### config.mk
export PLATFORM = sky130hd
export DESIGN_NAME = mat_mult_2x2_host
export DESIGN_NICKNAME = d
export VERILOG_FILES = /design/src/rtl/mat_mult_pkg.sv /design/src/rtl/mat_mult_result_fifo.sv /design/src/rtl/mat_mult_2x2_host.sv
export SDC_FILE = /design/constraint.sdc
export NUM_CORES = 2
export LEC_CHECK = 0
export BUFFER_PORTS_ARGS = -buffer_cell sky130_fd_sc_hd__buf_2
export CAP_MARGIN = 20
export CELL_PAD_IN_SITES_DETAIL_PLACEMENT = 0
export CELL_PAD_IN_SITES_GLOBAL_PLACEMENT = 1
export CORE_UTILIZATION = 54
export CTS_CLUSTER_DIAMETER = 30
export DETAILED_ROUTE_END_ITERATION = 7
export GPL_TIMING_DRIVEN = 0
export PLACE_DENSITY = 0.81
export SYNTH_ARGS = -nofsm -noshare
export SYNTH_HDL_FRONTEND = slang
export SYNTH_SLANG_ARGS = --single-unit
### constraint.sdc
create_clock -name clk -period 7.6 [get_ports clk]
set_input_delay 0.76 -clock clk [delete_from_list [all_inputs] [get_ports clk]]
set_output_delay 0.76 -clock clk [all_outputs]
set_load 0.005 [all_outputs]
### src/rtl/mat_mult_pkg.sv
// Types and constants shared by the 2x2 matrix-multiplier core and its host driver.
package mat_mult_pkg;

    localparam int DATA_W = 16;
    localparam int PROD_W = 32;
    localparam int MM_LAT = 3;

    typedef struct packed {
        logic signed [DATA_W-1:0] a;
        logic signed [DATA_W-1:0] b;
        logic signed [DATA_W-1:0] c;
        logic signed [DATA_W-1:0] d;
        logic signed [DATA_W-1:0] e;
        logic signed [DATA_W-1:0] f;
        logic signed [DATA_W-1:0] g;
        logic signed [DATA_W-1:0] h;
    } mm_operands_t;

    typedef struct packed {
        logic signed [PROD_W-1:0] w;
        logic signed [PROD_W-1:0] x;
        logic signed [PROD_W-1:0] z;
        logic signed [PROD_W-1:0] y;
    } mm_result_t;

    typedef enum logic [1:0] {
        ST_IDLE  = 2'd0,
        ST_RUN   = 2'd1,
        ST_FAULT = 2'd2
    } host_state_t;

endpackage

### src/rtl/mat_mult_result_fifo.sv
// Result FIFO for the matrix-multiplier host: registered head entry, occupancy count,
// storage cleared on reset so the head reads zero until the first push.
module mat_mult_result_fifo
    import mat_mult_pkg::*;
#(
    parameter int DEPTH = 8
) (
    input  logic                           clk,
    input  logic                           rst_n,
    input  logic                           i_push,
    input  mm_result_t                     i_data,
    input  logic                           i_pop,
    output mm_result_t                     o_head,
    output logic                           o_valid,
    output logic [$clog2(DEPTH+1)-1:0]     o_count
);

    localparam int AW    = $clog2(DEPTH);
    localparam int CNT_W = $clog2(DEPTH+1);

    mm_result_t        r_mem [DEPTH];
    mm_result_t        r_head;
    logic [AW-1:0]     r_wr_ptr;
    logic [AW-1:0]     r_rd_ptr;
    logic [CNT_W-1:0]  r_count;

    logic              w_do_push;
    logic              w_do_pop;
    logic [AW-1:0]     w_rd_nxt;

    assign w_do_pop  = i_pop && (r_count != '0);
    assign w_do_push = i_push && (r_count != CNT_W'(DEPTH));
    assign w_rd_nxt  = r_rd_ptr + AW'(1);

    always_ff @(posedge clk or negedge rst_n) begin
        if (!rst_n) begin
            for (int i = 0; i < DEPTH; i++) begin
                r_mem[i] <= '0;
            end
            r_wr_ptr <= '0;
            r_rd_ptr <= '0;
            r_count  <= '0;
        end else begin
            if (w_do_push) begin
                r_mem[r_wr_ptr] <= i_data;
                r_wr_ptr        <= r_wr_ptr + AW'(1);
            end
            if (w_do_pop) begin
                r_rd_ptr <= w_rd_nxt;
            end
            if (w_do_push && !w_do_pop) begin
                r_count <= r_count + CNT_W'(1);
            end else if (!w_do_push && w_do_pop) begin
                r_count <= r_count - CNT_W'(1);
            end
        end
    end

    // Head is the next stored entry after a pop, or the incoming word when the
    // FIFO is (or is about to become) empty.
    always_ff @(posedge clk or negedge rst_n) begin
        if (!rst_n) begin
            r_head <= '0;
        end else if (w_do_pop && (r_count > CNT_W'(1))) begin
            r_head <= r_mem[w_rd_nxt];
        end else if (w_do_push && ((r_count == '0) || (w_do_pop && (r_count == CNT_W'(1))))) begin
            r_head <= i_data;
        end
    end

    assign o_head  = r_head;
    assign o_valid = (r_count != '0);
    assign o_count = r_count;

endmodule

### src/rtl/mat_mult_2x2_host.sv
// Initiator for the 2x2 pipelined matrix-multiplier core: credit-based issue of
// operand sets, result capture into a FIFO, and sticky fault detection.
module mat_mult_2x2_host
    import mat_mult_pkg::*;
#(
    parameter int DEPTH   = 8,
    parameter int TIMEOUT = 8
) (
    input  logic                      clk,
    input  logic                      reset_n,
    input  logic                      in_valid,
    output logic                      in_ready,
    input  logic signed [DATA_W-1:0]  in_a,
    input  logic signed [DATA_W-1:0]  in_b,
    input  logic signed [DATA_W-1:0]  in_c,
    input  logic signed [DATA_W-1:0]  in_d,
    input  logic signed [DATA_W-1:0]  in_e,
    input  logic signed [DATA_W-1:0]  in_f,
    input  logic signed [DATA_W-1:0]  in_g,
    input  logic signed [DATA_W-1:0]  in_h,
    output logic                      mm_start,
    output logic signed [DATA_W-1:0]  mm_a,
    output logic signed [DATA_W-1:0]  mm_b,
    output logic signed [DATA_W-1:0]  mm_c,
    output logic signed [DATA_W-1:0]  mm_d,
    output logic signed [DATA_W-1:0]  mm_e,
    output logic signed [DATA_W-1:0]  mm_f,
    output logic signed [DATA_W-1:0]  mm_g,
    output logic signed [DATA_W-1:0]  mm_h,
    input  logic                      mm_done,
    input  logic signed [PROD_W-1:0]  mm_w,
    input  logic signed [PROD_W-1:0]  mm_x,
    input  logic signed [PROD_W-1:0]  mm_y,
    input  logic signed [PROD_W-1:0]  mm_z,
    output logic                      out_valid,
    input  logic                      out_ready,
    output logic signed [PROD_W-1:0]  out_w,
    output logic signed [PROD_W-1:0]  out_x,
    output logic signed [PROD_W-1:0]  out_y,
    output logic signed [PROD_W-1:0]  out_z,
    output logic                      busy,
    output logic                      err
);

    localparam int CNT_W = $clog2(DEPTH+1);
    localparam int WD_W  = $clog2(TIMEOUT+1);
    localparam logic [CNT_W:0] CREDIT_MAX = (CNT_W+1)'(DEPTH);

    mm_operands_t       r_ops;
    logic               r_mm_start;
    logic [CNT_W-1:0]   r_outstanding;
    logic [WD_W-1:0]    r_wdog;
    host_state_t        r_state;

    host_state_t        w_state_nxt;
    logic [CNT_W-1:0]   w_count;
    logic [CNT_W-1:0]   w_outstanding_nxt;
    logic [CNT_W-1:0]   w_count_nxt;
    logic [CNT_W:0]     w_credits;
    logic               w_accept;
    logic               w_done_ok;
    logic               w_spurious;
    logic               w_timeout;
    logic               w_fault;
    logic               w_pop;
    logic               w_out_valid;
    mm_result_t         w_push_data;
    mm_result_t         w_head;

    // Every issued request has a FIFO slot reserved, since the core cannot stall.
    assign w_credits  = {1'b0, r_outstanding} + {1'b0, w_count};
    assign in_ready   = (w_credits < CREDIT_MAX) && (r_state != ST_FAULT);
    assign w_accept   = in_valid && in_ready;
    assign w_done_ok  = mm_done && (r_outstanding != '0);
    assign w_spurious = mm_done && (r_outstanding == '0);
    assign w_timeout  = !mm_done && (r_outstanding != '0) && (r_wdog == WD_W'(TIMEOUT - 1));
    assign w_fault    = w_spurious || w_timeout;
    assign w_pop      = w_out_valid && out_ready;

    always_comb begin
        w_outstanding_nxt = r_outstanding;
        if (w_accept && !w_done_ok) begin
            w_outstanding_nxt = r_outstanding + CNT_W'(1);
        end else if (!w_accept && w_done_ok) begin
            w_outstanding_nxt = r_outstanding - CNT_W'(1);
        end
    end

    always_comb begin
        w_count_nxt = w_count;
        if (w_done_ok && !w_pop) begin
            w_count_nxt = w_count + CNT_W'(1);
        end else if (!w_done_ok && w_pop) begin
            w_count_nxt = w_count - CNT_W'(1);
        end
    end

    // Issue stage: operands registered on accept, start pulses the following cycle.
    always_ff @(posedge clk or negedge reset_n) begin
        if (!reset_n) begin
            r_ops      <= '0;
            r_mm_start <= 1'b0;
        end else begin
            r_mm_start <= w_accept;
            if (w_accept) begin
                r_ops.a <= in_a;
                r_ops.b <= in_b;
                r_ops.c <= in_c;
                r_ops.d <= in_d;
                r_ops.e <= in_e;
                r_ops.f <= in_f;
                r_ops.g <= in_g;
                r_ops.h <= in_h;
            end
        end
    end

    always_ff @(posedge clk or negedge reset_n) begin
        if (!reset_n) begin
            r_outstanding <= '0;
        end else begin
            r_outstanding <= w_outstanding_nxt;
        end
    end

    // Watchdog saturates so it cannot wrap while a stuck request stays outstanding.
    always_ff @(posedge clk or negedge reset_n) begin
        if (!reset_n) begin
            r_wdog <= '0;
        end else if (mm_done || (r_outstanding == '0)) begin
            r_wdog <= '0;
        end else if (r_wdog != WD_W'(TIMEOUT)) begin
            r_wdog <= r_wdog + WD_W'(1);
        end
    end

    always_ff @(posedge clk or negedge reset_n) begin
        if (!reset_n) begin
            r_state <= ST_IDLE;
        end else begin
            r_state <= w_state_nxt;
        end
    end

    always_comb begin
        w_state_nxt = r_state;
        case (r_state)
            ST_IDLE: begin
                if (w_accept) begin
                    w_state_nxt = ST_RUN;
                end
            end
            ST_RUN: begin
                if ((w_outstanding_nxt == '0) && (w_count_nxt == '0)) begin
                    w_state_nxt = ST_IDLE;
                end
            end
            ST_FAULT: w_state_nxt = ST_FAULT;
            default:  w_state_nxt = ST_IDLE;
        endcase
        if (w_fault) begin
            w_state_nxt = ST_FAULT;
        end
    end

    always_comb begin
        w_push_data   = '0;
        w_push_data.w = mm_w;
        w_push_data.x = mm_x;
        w_push_data.y = mm_y;
        w_push_data.z = mm_z;
    end

    // Capture stage: results land in the FIFO the cycle mm_done is seen.
    mat_mult_result_fifo #(
        .DEPTH   (DEPTH)
    ) u_result_fifo (
        .clk     (clk),
        .rst_n   (reset_n),
        .i_push  (w_done_ok),
        .i_data  (w_push_data),
        .i_pop   (w_pop),
        .o_head  (w_head),
        .o_valid (w_out_valid),
        .o_count (w_count)
    );

    assign mm_start  = r_mm_start;
    assign mm_a      = r_ops.a;
    assign mm_b      = r_ops.b;
    assign mm_c      = r_ops.c;
    assign mm_d      = r_ops.d;
    assign mm_e      = r_ops.e;
    assign mm_f      = r_ops.f;
    assign mm_g      = r_ops.g;
    assign mm_h      = r_ops.h;
    assign out_valid = w_out_valid;
    assign out_w     = w_head.w;
    assign out_x     = w_head.x;
    assign out_y     = w_head.y;
    assign out_z     = w_head.z;
    assign busy      = (r_outstanding != '0) || (w_count != '0);
    assign err       = (r_state == ST_FAULT);

endmodule

==> metrics <==
I/O Buffers=521; Post-Synth XOR/XNOR Area=0.246%; Yosys cell types=46; Synth Net Count=4,016; RSZ-0062 raised after global routing=false; worst slew pin tran=1.11 ns; P_leak=32.4 nW; Clock Latency Late Sink=0.87 ns; Die Span Y=327 µm; Die Area=107,000 µm²; Seq pwr share=31.5%; Mean Syn Cell Area=15.2 µm²; Vias=35,462; HPWL after DPL=94.9 mm; # Post-CTS Setup Buffers=0; worst hold path type=input port to flop; critical path data arrival time=5.15 ns; Slew HR=25.9%; routed length on met1=61.3 mm; Setup Viol. Count Final=0; post-synthesis adder-cell area fraction=0.286%; Switching Power=11.2 mW; H-tree levels=5; max cap viols=0; status=completed; length of routed met2 wiring=73.1 mm; uppermost layer routed=met5; global route overflow=0; slowest cell on the critical path=buf_2; final wirelength=148 mm; Power Internal=25.8 mW; P&R area growth vs syn=25.9%; Setup crit start kind=flop; Sw Share=30.4%; fin crit share=57.9%; peak supply drop=0.000292 V; Final Max Slew Viols=0; Worst Setup SP=u_result_fifo.o_count[0]; CP endpoint kind=flop; cell area after synthesis=57,000 µm²; Starting Density=54.7%; Filler cells=7,271; Setup TNS=0 ns; routability cong.=0.792; core area=104,000 µm²; simple-gate area share of the yosys netlist=2.33%; CTS tree=yes; Cell Count Post-Placement=5,659; Ys Warns=0; Worst Skew=0.0621 ns; Num CTS Buffers=291; first-pass GRT wire length=229 mm; R2R depth=12; post-CTS sizing=0; nets=4,848; DR WL/cell=23.9 µm; PwrDens=516 nW/µm²; Remaining DRCs=0; GRT Util Overall=28.3%; met3 WL=8.62 mm; antenna viol nets, final=0; FMAX=0.227 GHz; FF-to-FF Start=u_result_fifo.o_count[0]; peak per-stage delay on the critical path=0.70 ns; Clock Sinks=1,301; Post-synth EDFFs=0; clk buf depth=4; Site Rows=118; Vias/cell=5.74; largest family of logic cells by synthesized area=multiplexers; WS Path Type=flop to flop; register area share after synthesis=57.1%; Clock Pin Slew Worst Setup and Hold Paths=0.04 ns; worst reg2reg setup slack=3.20 ns; power share of the combinational group=33.9%; Starting DRT DRC Count=2,000; Cells after Synth=3,742; capture point of the worst reg-to-reg path=u_result_fifo.o_head[21]; vias in the first global route=37,874; post-synthesis mux area share=35.2%; crit path max fanout=10; TritonRoute pass-1 iters=5; Compound-Gate Fraction of Synth Area=2.56%; critical path required time=8.35 ns; minimum clock period after layout=4.40 ns; Post-synth ARST share=100%; pin count of the biggest net entering global routing=173; final hold violation count=0; I/O pin cnt=522; chip width=327 µm; synthesis-stage register bit count=1,301; Layout Cells excl Fill=6,175; layout cells sized above 1=54.2%; Cell Chain, Critical Path=clkbuf_1 > inv_1 > ha_1 > nor2_1 > o31ai_1 > a2bb2o_1 > buf_2 > buf_2 > buf_4 > buf_4 > nand2_1 > o21ai_1; crit path to=u_result_fifo.o_head[21]; top_reg_cell synth=dfrtp_1; Clk pwr share=34.5%; initial antenna violation count=35; root buf cell=clkbuf_16
[cell usage in the layout (no fill, tap or decap), types with 15 or more instances in the layout]
master / synthesis / layout
clkinv_2: 0 / 33
mux2i_1: 129 / 129
dfrtp_1: 1301 / 1301
mux4_2: 256 / 256
inv_6: 0 / 15
nor2_1: 140 / 140
a21oi_1: 133 / 133
buf_2: 152 / 672
clkinvlp_4: 0 / 18
clkbuf_8: 0 / 41
mux2_2: 1155 / 1155
nand2_1: 146 / 146
clkbuf_1: 82 / 117
clkbuf_16: 0 / 295
bufinv_16: 0 / 44
o21ai_0: 128 / 128
[metrics by stage]
| step | worst slack [ns] | instance area, µm² | power [mW] | hold slack, ns | utilization, % |
|---|---|---|---|---|---|
| finish | 3.20 | 71700 | 37.0 | 0.144 | 68.9 |
| CTS | 3.22 | 71700 | 37.2 | 0.102 | 68.9 |
| floorplan | 4.97 | 57000 | 20.4 | 0.464 | - |
| global route | 2.93 | 71700 | 38.8 | 0.116 | 68.9 |
| global placement | -23.06 | 61300 | 23.9 | 0.457 | 58.9 |
| detailed placement | 3.26 | 61700 | 24.2 | 0.466 | 59.3 |
[sequential cells by signal (all words and copies together) (netlist names), 4 cells and up]
signal / flops
mm_b: 16
mm_h: 16
mm_a: 16
mm_d: 16
u_result_fifo.o_count: 4
mm_f: 16
mm_c: 16
mm_g: 16
r_outstanding: 4
u_result_fifo.o_head: 128
u_result_fifo.r_mem: 1024
mm_e: 16
r_wdog: 4
[Yosys cell counts, types with 2 or more instances]
library cell	instances	area [µm²]
mux2i_1	129	1290
o211ai_1	3	22.5
nand2_1	146	548
buf_1	11	41.3
nor3b_1	2	15.0
nand4b_1	2	17.5
nor2b_1	3	18.8
mux4_2	256	5770
o21ai_0	128	641
nand3_1	3	15.0
dfrtp_1	1301	32600
xnor2_1	9	78.8
xor2_1	7	61.3
nor3_1	6	30.0
buf_2	152	761
mux2_2	1155	13000
nand2b_1	4	25.0
or4_1	4	30.0
buf_4	14	105
nor4_1	2	12.5
a21oi_1	133	666
ha_1	13	163
inv_1	11	41.3
clkbuf_1	82	308
nor2_1	140	526
a31o_2	2	17.5
o21ai_1	5	25.0
[critical path: cells and delay by family, from the launching register on]
kind	cells	cell delay [ns]
AOI/OAI and AO/OA	3	1.20
adders and majority gates	1	0.25
buffers and inverters	6	2.26
DFF	1	0.39
and+or+nand+nor	2	0.15
[per-layer routing]
metal  vias to the layer above  global-route usage, %
li1                      15511                      -
met1                     18663                   37.0
met2                       970                   46.4
met3                       302                   6.44
met4                        16                   10.1
met5                         -                      0
[cell families after synthesis]
group	count (synthesis)
buf+inv	271
simple gates	321
flops	1301
xor+xnor	16
compound gates	280
mux	1540
fa+ha+maj	13
[how the worst min path moves through the flow]
| stage | start | endpoint | slack, ns | cells past startpoint |
|---|---|---|---|---|
| 2_1_floorplan | reset_n | mm_a[0] | 0.46 | 0 |
| 3_3_place_gp | u_result_fifo.o_head[4] | u_result_fifo.o_head[4] | 0.46 | 2 |
| 3_5_place_dp | u_result_fifo.o_head[17] | u_result_fifo.o_head[17] | 0.47 | 2 |
| 4_1_cts | in_a[8] | mm_a[8] | 0.10 | 2 |
| 5_1_grt | in_g[8] | mm_g[8] | 0.12 | 2 |
| 6_report | in_g[8] | mm_g[8] | 0.14 | 2 |
[final cells by class]
class	instances	area [µm²]	share of cell area, %
Timing Repair Buffer	539	3000	4.18
Inverter	12	45.0	0.0628
Buffer	259	1220	1.70
Antenna cell	14	35.0	0.0488
Sequential cell	1301	32600	45.4
Multi-Input combinational cell	2170	23200	32.3
Clock buffer	373	8090	11.3
Clock inverter	127	1920	2.68
Tap cell	1380	1730	2.41
[power groups by stage]
stage               Combinational, mW  Sequential, mW  Clock (mW)
floorplan                        9.23            11.2           0
global placement                 12.2            11.6           0
detailed placement               12.6            11.7           0
CTS                              12.7            11.6        12.9
global route                     13.5            12.0        13.3
finish                           12.5            11.7        12.8
[repair_timing]
item                                   CTS  global route
endpoints found under the hold margin   87             0
hold buffers                             1             0
setup endpoints to repair                0             0
No activity file was read; power rests on OpenSTA's default activity.
